`src/rtl/spi_reg_arbiter.sv`:
```
// Two-requester round-robin arbiter feeding a 16-bit SPI mode-0 master for
// MAX3421E register access: one command byte plus one data byte per access.
module spi_reg_arbiter #(
    parameter int unsigned CLK_DIV = 4
) (
    input  logic       clk_clk,
    input  logic       reset_reset,

    input  logic       req0_valid,
    output logic       req0_ready,
    input  logic       req0_write,
    input  logic [4:0] req0_addr,
    input  logic [7:0] req0_wdata,

    input  logic       req1_valid,
    output logic       req1_ready,
    input  logic       req1_write,
    input  logic [4:0] req1_addr,
    input  logic [7:0] req1_wdata,

    output logic       rsp_valid,
    output logic       rsp_id,
    output logic [7:0] rsp_status,
    output logic [7:0] rsp_rdata,
    output logic       busy,

    output logic       spi0_SCLK,
    output logic       spi0_MOSI,
    input  logic       spi0_MISO,
    output logic       spi0_SS_n
);

    localparam int unsigned ADDR_W = 5;
    localparam int unsigned DATA_W = 8;
    localparam int unsigned WORD_W = 16;
    localparam int unsigned CNT_W  = 8;
    localparam int unsigned BIT_W  = 4;

    localparam logic [CNT_W-1:0] CNT_MAX  = CNT_W'(CLK_DIV - 1);
    localparam logic [BIT_W-1:0] BIT_LAST = BIT_W'(WORD_W - 1);

    typedef enum logic [2:0] {
        IDLE,
        SETUP,
        SHIFT,
        HOLD,
        GAP
    } state_t;

    state_t              state_q, state_d;
    logic [CNT_W-1:0]    cnt_q, cnt_d;
    logic [BIT_W-1:0]    bit_q, bit_d;
    logic                sclk_q, sclk_d;
    logic                mosi_q, mosi_d;
    logic                ss_n_q, ss_n_d;
    logic                busy_q, busy_d;
    logic [WORD_W-1:0]   tx_q, tx_d;
    logic [WORD_W-1:0]   rx_q, rx_d;
    logic                id_q, id_d;
    logic                grant_q, grant_d;
    logic                last_grant_q, last_grant_d;
    logic                rsp_valid_q, rsp_valid_d;
    logic                rsp_id_q, rsp_id_d;
    logic [DATA_W-1:0]   rsp_status_q, rsp_status_d;
    logic [DATA_W-1:0]   rsp_rdata_q, rsp_rdata_d;

    logic                hs0_c;
    logic                hs1_c;

    // Shift word: {addr, 0, write, 0} command byte, then write data or zero.
    function automatic logic [WORD_W-1:0] build_word(
        input logic              wr,
        input logic [ADDR_W-1:0] addr,
        input logic [DATA_W-1:0] wdata
    );
        logic [DATA_W-1:0] cmd;
        logic [DATA_W-1:0] data;
        cmd  = {addr, 1'b0, wr, 1'b0};
        data = wr ? wdata : DATA_W'(0);
        return {cmd, data};
    endfunction

    // Round-robin pick; with nobody waiting the pointer rests on the other side.
    function automatic logic arbitrate(
        input logic v0,
        input logic v1,
        input logic last
    );
        logic g;
        if (v0 && v1) begin
            g = ~last;
        end else if (v0) begin
            g = 1'b0;
        end else if (v1) begin
            g = 1'b1;
        end else begin
            g = ~last;
        end
        return g;
    endfunction

    // Readiness depends only on FSM state and the registered grant.
    always_comb begin
        req0_ready = ~reset_reset && (state_q == IDLE) && ~grant_q;
        req1_ready = ~reset_reset && (state_q == IDLE) &&  grant_q;
        hs0_c      = req0_valid && req0_ready;
        hs1_c      = req1_valid && req1_ready;
    end

    always_ff @(posedge clk_clk) begin
        if (reset_reset) begin
            state_q      <= IDLE;
            cnt_q        <= '0;
            bit_q        <= '0;
            sclk_q       <= 1'b0;
            mosi_q       <= 1'b0;
            ss_n_q       <= 1'b1;
            busy_q       <= 1'b0;
            tx_q         <= '0;
            rx_q         <= '0;
            id_q         <= 1'b0;
            grant_q      <= 1'b0;
            last_grant_q <= 1'b1;
            rsp_valid_q  <= 1'b0;
            rsp_id_q     <= 1'b0;
            rsp_status_q <= '0;
            rsp_rdata_q  <= '0;
        end else begin
            state_q      <= state_d;
            cnt_q        <= cnt_d;
            bit_q        <= bit_d;
            sclk_q       <= sclk_d;
            mosi_q       <= mosi_d;
            ss_n_q       <= ss_n_d;
            busy_q       <= busy_d;
            tx_q         <= tx_d;
            rx_q         <= rx_d;
            id_q         <= id_d;
            grant_q      <= grant_d;
            last_grant_q <= last_grant_d;
            rsp_valid_q  <= rsp_valid_d;
            rsp_id_q     <= rsp_id_d;
            rsp_status_q <= rsp_status_d;
            rsp_rdata_q  <= rsp_rdata_d;
        end
    end

    always_comb begin
        state_d      = state_q;
        cnt_d        = cnt_q;
        bit_d        = bit_q;
        sclk_d       = sclk_q;
        tx_d         = tx_q;
        rx_d         = rx_q;
        id_d         = id_q;
        grant_d      = grant_q;
        last_grant_d = last_grant_q;
        rsp_valid_d  = 1'b0;
        rsp_id_d     = rsp_id_q;
        rsp_status_d = rsp_status_q;
        rsp_rdata_d  = rsp_rdata_q;

        unique case (state_q)
            IDLE: begin
                if (hs0_c || hs1_c) begin
                    state_d      = SETUP;
                    cnt_d        = '0;
                    bit_d        = '0;
                    sclk_d       = 1'b0;
                    id_d         = hs1_c;
                    last_grant_d = hs1_c;
                    tx_d         = hs1_c ? build_word(req1_write, req1_addr, req1_wdata)
                                         : build_word(req0_write, req0_addr, req0_wdata);
                end
            end
            SETUP: begin
                if (cnt_q == CNT_MAX) begin
                    state_d = SHIFT;
                    cnt_d   = '0;
                end else begin
                    cnt_d = cnt_q + CNT_W'(1);
                end
            end
            SHIFT: begin
                // Sample MISO as SCLK rises; advance MOSI as SCLK falls.
                if (cnt_q == CNT_MAX) begin
                    cnt_d  = '0;
                    sclk_d = ~sclk_q;
                    if (!sclk_q) begin
                        rx_d = {rx_q[WORD_W-2:0], spi0_MISO};
                    end else begin
                        tx_d  = {tx_q[WORD_W-2:0], 1'b0};
                        bit_d = bit_q + BIT_W'(1);
                        if (bit_q == BIT_LAST) begin
                            state_d = HOLD;
                        end
                    end
                end else begin
                    cnt_d = cnt_q + CNT_W'(1);
                end
            end
            HOLD: begin
                if (cnt_q == CNT_MAX) begin
                    state_d      = GAP;
                    cnt_d        = '0;
                    rsp_valid_d  = 1'b1;
                    rsp_id_d     = id_q;
                    rsp_status_d = rx_q[WORD_W-1:DATA_W];
                    rsp_rdata_d  = rx_q[DATA_W-1:0];
                end else begin
                    cnt_d = cnt_q + CNT_W'(1);
                end
            end
            GAP: begin
                if (cnt_q == CNT_MAX) begin
                    state_d = IDLE;
                    cnt_d   = '0;
                end else begin
                    cnt_d = cnt_q + CNT_W'(1);
                end
            end
            default: begin
                state_d = IDLE;
            end
        endcase

        // Grant moves only on edges that land in IDLE, so it is stable for ready.
        if (state_d == IDLE) begin
            grant_d = arbitrate(req0_valid, req1_valid, last_grant_d);
        end
    end

    always_comb begin
        ss_n_d = ~((state_d == SETUP) || (state_d == SHIFT) || (state_d == HOLD));
        busy_d = (state_d != IDLE);
        mosi_d = tx_d[WORD_W-1];
    end

    assign spi0_SCLK  = sclk_q;
    assign spi0_MOSI  = mosi_q;
    assign spi0_SS_n  = ss_n_q;
    assign busy       = busy_q;
    assign rsp_valid  = rsp_valid_q;
    assign rsp_id     = rsp_id_q;
    assign rsp_status = rsp_status_q;
    assign rsp_rdata  = rsp_rdata_q;

endmodule

```
`config.mk`:
```
export PLATFORM = sky130hd
export DESIGN_NAME = spi_reg_arbiter
export DESIGN_NICKNAME = d
export VERILOG_FILES = /design/src/rtl/spi_reg_arbiter.sv
export SDC_FILE = /design/constraint.sdc
export NUM_CORES = 1
export LEC_CHECK = 0
export ABC_AREA = 1
export CAP_MARGIN = 15
export CORE_MARGIN = 2
export CORE_UTILIZATION = 45
export DETAILED_ROUTE_END_ITERATION = 10
export PLACE_DENSITY = 0.72
export SKIP_CTS_REPAIR_TIMING = 1
export SYNTH_ARGS = -nofsm -noshare
export SYNTH_HDL_FRONTEND = slang
export SYNTH_SLANG_ARGS = --single-unit
export TNS_END_PERCENT = 1
```
`constraint.sdc`:
```
create_clock -name clk_clk -period 1.8 [get_ports clk_clk]
set_clock_uncertainty 0.15 [all_clocks]
set_input_delay 0.18 -clock clk_clk [delete_from_list [all_inputs] [get_ports clk_clk]]
set_output_delay 0.18 -clock clk_clk [all_outputs]
set_load 0.005 [all_outputs]
```
==> summary.md, run 1 <==
| Metric | Value |
|---|---|
| Number of placement rows | `32` |
| Sink of the worst hold path | `rx_q[0]$_SDFFE_PP0P_` |
| Post-synthesis cell type with the largest combined area | `sky130_fd_sc_hd__dfxtp_1` |
| Setup Total Neg Slack | `-0.1705 ns` |
| Result of the run | `complete, but fails checks` |
| Critical path arrival | `approximately 1.6 ns` |
| Number of vias per cell after detailed routing | `about 5` |
| Data required time at the worst endpoint | `between 1 and 1.5 ns` |
| Fraction of post-synthesis cell area in the top cell type by area | `approximately 40%` |
| Final min period | `~2.0 ns` |
| Number of I/O port buffers | `56` |
| Setup repair after global routing missed its margin | `true` |
| Largest family of logic cells by synthesized area | `simple AND/OR/NAND/NOR gates` |
| IR drop worst, VDD | `405.7 uV` |
| Violations in the final reports | `setup timing` |
| Leak Pwr | `about 1.9 nW` |
| Mapped Avg Cell Area | `roughly 7.0 um^2` |
| Fraction of the mapped netlist area in compound gates | `between 10% and 20%` |
| Post-layout nets | `~600` |
| Clock Tree Buf Depth | `2` |
| Xor/xnor cell area share of the yosys netlist | `less than 1%` |
| Number of enable-type register cells in the synthesized netlist | `0` |
| Worst min-delay path category | `in -> reg` |
| Synthesized Nets | `530` |
| Clock latency on the worst-skew pair | `0.35 ns` |
| CTS tree | `done` |
| Final Hold Fails | `0` |
| Number of cells on the worst reg-to-reg path | `10` |
| Clock slew seen by the registers of the worst setup and hold paths | `0.09 ns` |
| Vert. Die Dim | `roughly 92 um` |
| Max Slew Vio Count | `0` |
| Highest clock rate | `507.5 MHz` |
| Largest cells by area after synthesis | `sky130_fd_sc_hd__dfxtp_1 41%, sky130_fd_sc_hd__nand2_1 12%, sky130_fd_sc_hd__nor2_1 9.9%` |
| Starting Density | `45.58%` |
| Post-synthesis cell area | `about 3500 um^2` |
| Vias after detailed routing | `between 3000 and 4000` |
| Total gr overflow | `0` |
| Die X | `91.78 um` |
| Startpoint class of the critical path | `flop` |
| Proportion of synthesized flip-flops having asynchronous set or reset | `0%` |
| Synth warnings | `0` |
| Critical path capture point type | `output port` |
| Detailed-placement wirelength estimate | `between 5000 and 6000 um` |
| Slack of the worst reg-to-reg path | `about 0.12 ns` |
| Number of max-capacitance violations reported | `0` |
| Smallest setup slack after layout | `-0.1705 ns` |
| Number of DRC violations after detailed-routing iteration 0 | `roughly 110` |
| Area inside the core boundary | `roughly 7600 um^2` |
| Slew at the pin with the worst max-slew slack | `~0.37 ns` |
| Routed length per instance | `between 10 and 15 um` |
| Register bit total from synthesis | `71` |
| Adder and majority gate portion of the synthesized area | `0.7218%` |
| Area share of and/or/nand/nor cells after synthesis | `~36%` |
| Hold Path Depth | `3` |
| Share of layout cells above drive strength 1 | `approximately 15%` |
| Pin count of the biggest net entering global routing | `39` |
| Critical Setup Path Class | `reg -> out` |
| Area growth from synthesis to layout | `28.83%` |
| CTS HTree Levels | `3` |
| Diode count | `0` |
| Number of buffers inserted during clock tree synthesis | `9` |
| Die Outline Area | `8423 um^2` |
| Post-route DRC violation count | `0` |
| Most instantiated flip-flop cell in the synthesis netlist | `sky130_fd_sc_hd__dfxtp_1` |
| Wire length of the first global-routing pass | `13340 um` |
| Count of endpoints failing setup in the final report | `1` |
| Worst Setup SP | `state_q[0]$_SDFF_PP0_` |
| Portion of the post-synthesis area used by sequential elements | `approximately two fifths` |
| Count of mapped cells out of synthesis | `about 500` |
| Via count of the first global-routing pass | `between 3000 and 4000` |
| Highest fanout seen on the critical path | `5` |
| Hold_sp | `spi0_MISO` |
| Number of antenna violations at the first check in global routing | `0` |
| Pre-CTS setup slack | `-0.07251 ns` |
| Multiplexer area fraction after synthesis | `0%` |
| Headroom to the max-slew limit | `approximately three quarters` |
| Count of fill cells added during filler insertion | `a little over 700` |
| Initial DRT Pass Iterations | `4` |
| Reg-to-reg critical path endpoint | `tx_q[1]$_SDFFE_PP0P_` |
| Commonest cells in the synthesized netlist | `108 x sky130_fd_sc_hd__nand2_1, 91 x sky130_fd_sc_hd__nor2_1, 71 x sky130_fd_sc_hd__dfxtp_1` |
| GP Congestion | `0.8235` |
| Crit Reg-Reg Startpoint | `cnt_q[1]$_SDFFE_PP0P_` |
| Power per unit of standard cell area | `between 700 and 800 nW/um^2` |
| Cell with the most instances after synthesis | `sky130_fd_sc_hd__nand2_1` |
| Share of the cycle needed by the critical path after routing | `109.5%` |
| Distinct cell type count of the synthesized netlist | `33` |
| Remaining antenna violation count after routing | `0` |
| Total GRT Usage | `19.42%` |
| Number of placed I/O pins | `57` |
| Total Routed Length | `just over 8000 um` |
| CTS Root Cell | `sky130_fd_sc_hd__clkbuf_8` |
| Clock net sink count | `between 70 and 80` |
[worst max-delay path by stage]
stage | to | depth (start not counted)
2_1_floorplan | tx_q[13]$_SDFFE_PP0P_ | 11
3_3_place_gp | tx_q[12]$_SDFFE_PP0P_ | 10
3_5_place_dp | bit_q[0]$_SDFFE_PP0P_ | 9
4_1_cts | req0_ready | 4
5_1_grt | req1_ready | 4
6_report | req1_ready | 4
[routing by layer]
metal / vias to the layer above / global-route usage [%] / part of all wire (%)
li1: 1722 / - / -
met1: 1555 / 23.73 / 47
met2: 55 / 32.48 / 48
met3: 10 / 4.684 / 3.5
met4: 0 / 8.582 / 1.6
met5: - / 0 / 0
[layout by cell type (no fill, tap or decap), drive strengths merged]
cell type / n
nand2: 113
nand3b: 3
a21oi: 25
dlymetal6s2s: 1
nand3: 39
a211oi: 16
xor2: 2
clkinvlp: 3
nor3: 19
nand4: 4
a21o: 1
nor2: 98
a22oi: 1
clkdlybuf4s50: 55
dfxtp: 71
clkbuf: 9
xnor2: 1
inv: 54
or2: 1
buf: 30
clkinv: 1
ha: 2
o21ai: 23
[per-stage QoR]
step                      power (mW)  instance area (um^2)  instances  hold slack, ns  util [%]
after floorplan                2.018                  3467        495          0.2059         -
after global placement         2.214                  4263        658          0.2966     56.04
after detailed placement       2.225                  4263        658          0.3055     56.04
after CTS                      3.401                  4443        674          0.2661     58.40
after global routing           3.534                  4467        674          0.2899     58.72
final                          3.374                  4467        674          0.2706     58.72
[cell families after synthesis]
family	Yosys count
flip-flops	71
adder cells (fa/ha/maj)	2
XOR/XNOR	3
buffers and inverters	76
AND/OR/NAND/NOR	277
AO/OA/AOI/OAI	66
[report_power, final]
part	switching, mW	internal [mW]
sequential	0.0407	1.64
combinational	0.267	0.245
clock	0.668	0.516
[cell type report]
cell class | count | area, um^2 | area share [%]
inverters | 51 | 193.9 | 4.342
multi-input cells | 348 | 1714 | 38.38
clock inverters | 7 | 56.30 | 1.261
repair buffers | 86 | 825.8 | 18.49
flip-flops and latches | 71 | 1425 | 31.90
well taps | 102 | 127.6 | 2.857
clock buffers | 9 | 123.9 | 2.773
[critical path, stage by stage, from the launching register on]
cell                              delay [ns]
sky130_fd_sc_hd__dfxtp_2                0.37
sky130_fd_sc_hd__nor2_4                 0.15
sky130_fd_sc_hd__nand4_2                0.14
sky130_fd_sc_hd__inv_2                  0.11
sky130_fd_sc_hd__clkdlybuf4s50_1        0.51
[state kept, by name (all words and copies together), names as in the netlist]
register and count:
rx_q 16, tx_q 16, cnt_q 8, rsp_rdata 8, rsp_status 8, bit_q 4, state_q 3, busy 1
grant_q 1, id_q 1, last_grant_q 1, rsp_id 1, rsp_valid 1, spi0_SCLK 1, spi0_SS_n 1
(Power assumes the default switching activity.)
==> run 2: changes to the inputs <==
PLACE_DENSITY = 0.69   (was 0.72)
clock period = 2.2 ns   (was 1.8 ns; I/O delays follow)
==> run 2 against run 1 <==
The run now ends clean. Die area is the same. Count of clock-buffer cells in the layout grew 2. Core utilization shrank 2.7 points. Setup slack gained 0.32 ns. Cell area shrank 4.6%. Global-route usage grew 1.1 points. Wire length grew 1.3%. Sequential share of layout area grew 1.5 points. Sequential power shrank 18%. First-iteration DRC count grew 73%. Critical path depth is the same. Critical path type unchanged. Largest power group unchanged. Highest routed layer unchanged.
==> summary.md, run 2 (synthesized netlist as in run 1, its figures left out) <==
| Metric | Value |
|---|---|
| Clock slew seen by the registers of the worst setup and hold paths | `around 0.08 ns` |
| Seq pwr share | `50.5%` |
| Setup Total Neg Slack | `0 ns` |
| Startpoint class of the critical path | `flop` |
| CTS Root Cell | `sky130_fd_sc_hd__clkbuf_8` |
| Starting Density | `45.58%` |
| Switching portion of total power | `between 20% and 30%` |
| Headroom to the max-slew limit | `about three quarters` |
| Clock Tree Buf Depth | `2` |
| Number of buffers inserted during clock tree synthesis | `9` |
| Number of placement rows | `32` |
| Leak Pwr | `roughly 1.8 nW` |
| Data required time at the worst endpoint | `approximately 1.8 ns` |
| Vert. Die Dim | `91.78 um` |
| Initial DRT Pass Iterations | `4` |
| Power per unit of standard cell area | `~640 nW/um^2` |
| Die X | `just over 90 um` |
| Via count of the first global-routing pass | `3019` |
| Combinational Power Share | `~14%` |
| CTS HTree Levels | `3` |
| Most frequent standard cell in the layout excluding fill and tap cells | `sky130_fd_sc_hd__nand2_1` |
| Post-route DRC violation count | `0` |
| CTS tree | `done` |
| Diode count | `0` |
| Proportion of power drawn by the clock network | `35.3%` |
| Critical Setup Path Class | `reg -> out` |
| Worst min-delay path category | `in -> reg` |
| Max Slew Vio Count | `0` |
| Top library cells by usage in the layout, fill and taps aside | `108 x sky130_fd_sc_hd__nand2_1, 91 x sky130_fd_sc_hd__nor2_1, 71 x sky130_fd_sc_hd__dfxtp_1` |
| Vias after detailed routing | `~3200` |
| Final Hold Fails | `0` |
| Fin Hold WS | `around 0.31 ns` |
| Die Outline Area | `about 8400 um^2` |
| Highest clock rate | `slightly below 500 MHz` |
| Post-layout nets | `580` |
| Internal Power | `1.978 mW` |
| Setup repair after global routing missed its margin | `true` |
| Count of endpoints failing setup in the final report | `0` |
| Total Routed Length | `8145 um` |
| Number of max-capacitance violations reported | `0` |
| Clock latency on the worst-skew pair | `approximately 0.35 ns` |
| Critical path capture point type | `output port` |
| Biggest registers after layout | `rx_q x16, tx_q x16` |
| Switching power | `0.7469 mW` |
| Total gr overflow | `0` |
| GP Congestion | `approximately 0.78` |
| Total GRT Usage | `20.56%` |
| Final min period | `2.049 ns` |
| Highest fanout seen on the critical path | `5` |
| Clock net sink count | `71` |
| Share of the cycle needed by the critical path after routing | `between 90% and 100%` |
| Area inside the core boundary | `7607 um^2` |
| Post-layout power | `between 2 and 3 mW` |
| Wire length of the first global-routing pass | `roughly 14000 um` |
| Number of placed I/O pins | `57` |
| Result of the run | `finished, final reports clean` |
| Area growth from synthesis to layout | `22.84%` |
| Number of vias per cell after detailed routing | `approximately 4.9` |
| Critical path arrival | `around 1.7 ns` |
| IR drop worst, VDD | `roughly 380 uV` |
| Number of DRC violations after detailed-routing iteration 0 | `185` |
| Detailed-placement wirelength estimate | `approximately 5400 um` |
| Number of I/O port buffers | `56` |
| Routed length per instance | `roughly 12 um` |
| Final cell utilization of the core | `between 50% and 60%` |
| Pin count of the biggest net entering global routing | `39` |
| Remaining antenna violation count after routing | `0` |
| Number of antenna violations at the first check in global routing | `0` |
| Slew at the pin with the worst max-slew slack | `0.3918 ns` |
| Share of layout cells above drive strength 1 | `approximately 10%` |
==> run 2: cell count changes in the layout (fill, tap and decap cells not counted), sizes merged <==
cell	previous run	this run
buf	30	8
clkbuf	9	11
clkdlybuf4s50	55	56
clkinv	1	2
inv	54	51
dlymetal6s2s	1	0
==> run 2: metrics by stage <==
stage	std cells	cell area [um^2]	setup slack, ns
finish	652	4259	0.1510
CTS	652	4257	0.1318
floorplan	495	3467	0.4773
detailed placement	636	4073	0.1727
global placement	636	4073	0.2837
global route	652	4259	-0.01493
==> run 2: worst paths after layout <==
path,from,end,slack [ns],depth (start not counted)
max reg2reg,cnt_q[0]$_SDFFE_PP0P_,tx_q[15]$_SDFFE_PP0P_,0.20,10
min reg2reg,rx_q[15]$_SDFFE_PP0P_,rx_q[15]$_SDFFE_PP0P_,0.31,2
min,spi0_MISO,rx_q[0]$_SDFFE_PP0P_,0.31,3
max,state_q[0]$_SDFF_PP0_,req0_ready,0.15,4
==> run 2: area by class of cell <==
class | instances | area [um^2]
fillers | 751 | 3348
multi-input cells | 348 | 1699
clock buffers | 11 | 151.4
repair buffers | 64 | 633.1
clock inverters | 5 | 32.53
flip-flops and latches | 71 | 1421
well taps | 102 | 127.6
inverters | 51 | 193.9
==> run 2: per-layer routing <==
layer	track usage, %	part of all wire, %	vias to the layer above
met5	0	0	-
li1	-	-	1683
met1	28.20	49	1460
met2	32.05	45	62
met4	5.721	1.0	0
met3	5.423	4.4	7
==> run 2: power by group through the flow <==
stage / clock network (mW) / registers [mW] / logic [mW]
after floorplan: 0 / 1.40 / 0.254
after global placement: 0 / 1.40 / 0.377
after detailed placement: 0 / 1.40 / 0.386
after CTS: 0.993 / 1.37 / 0.388
after global routing: 1.05 / 1.38 / 0.439
final: 0.962 / 1.37 / 0.388
==> run 2: critical path: stages, from the launching register on <==
cell                              delay, ns
sky130_fd_sc_hd__dfxtp_1               0.38
sky130_fd_sc_hd__nor2_4                0.19
sky130_fd_sc_hd__nand2_1               0.09
sky130_fd_sc_hd__nor3_1                0.14
sky130_fd_sc_hd__clkdlybuf4s50_1       0.53
==> run 3: changes to the inputs <==
SLEW_MARGIN = 20   (was unset)
==> results of run 3 <==
Final layout, timing and power as in run 2 (identical DEF).
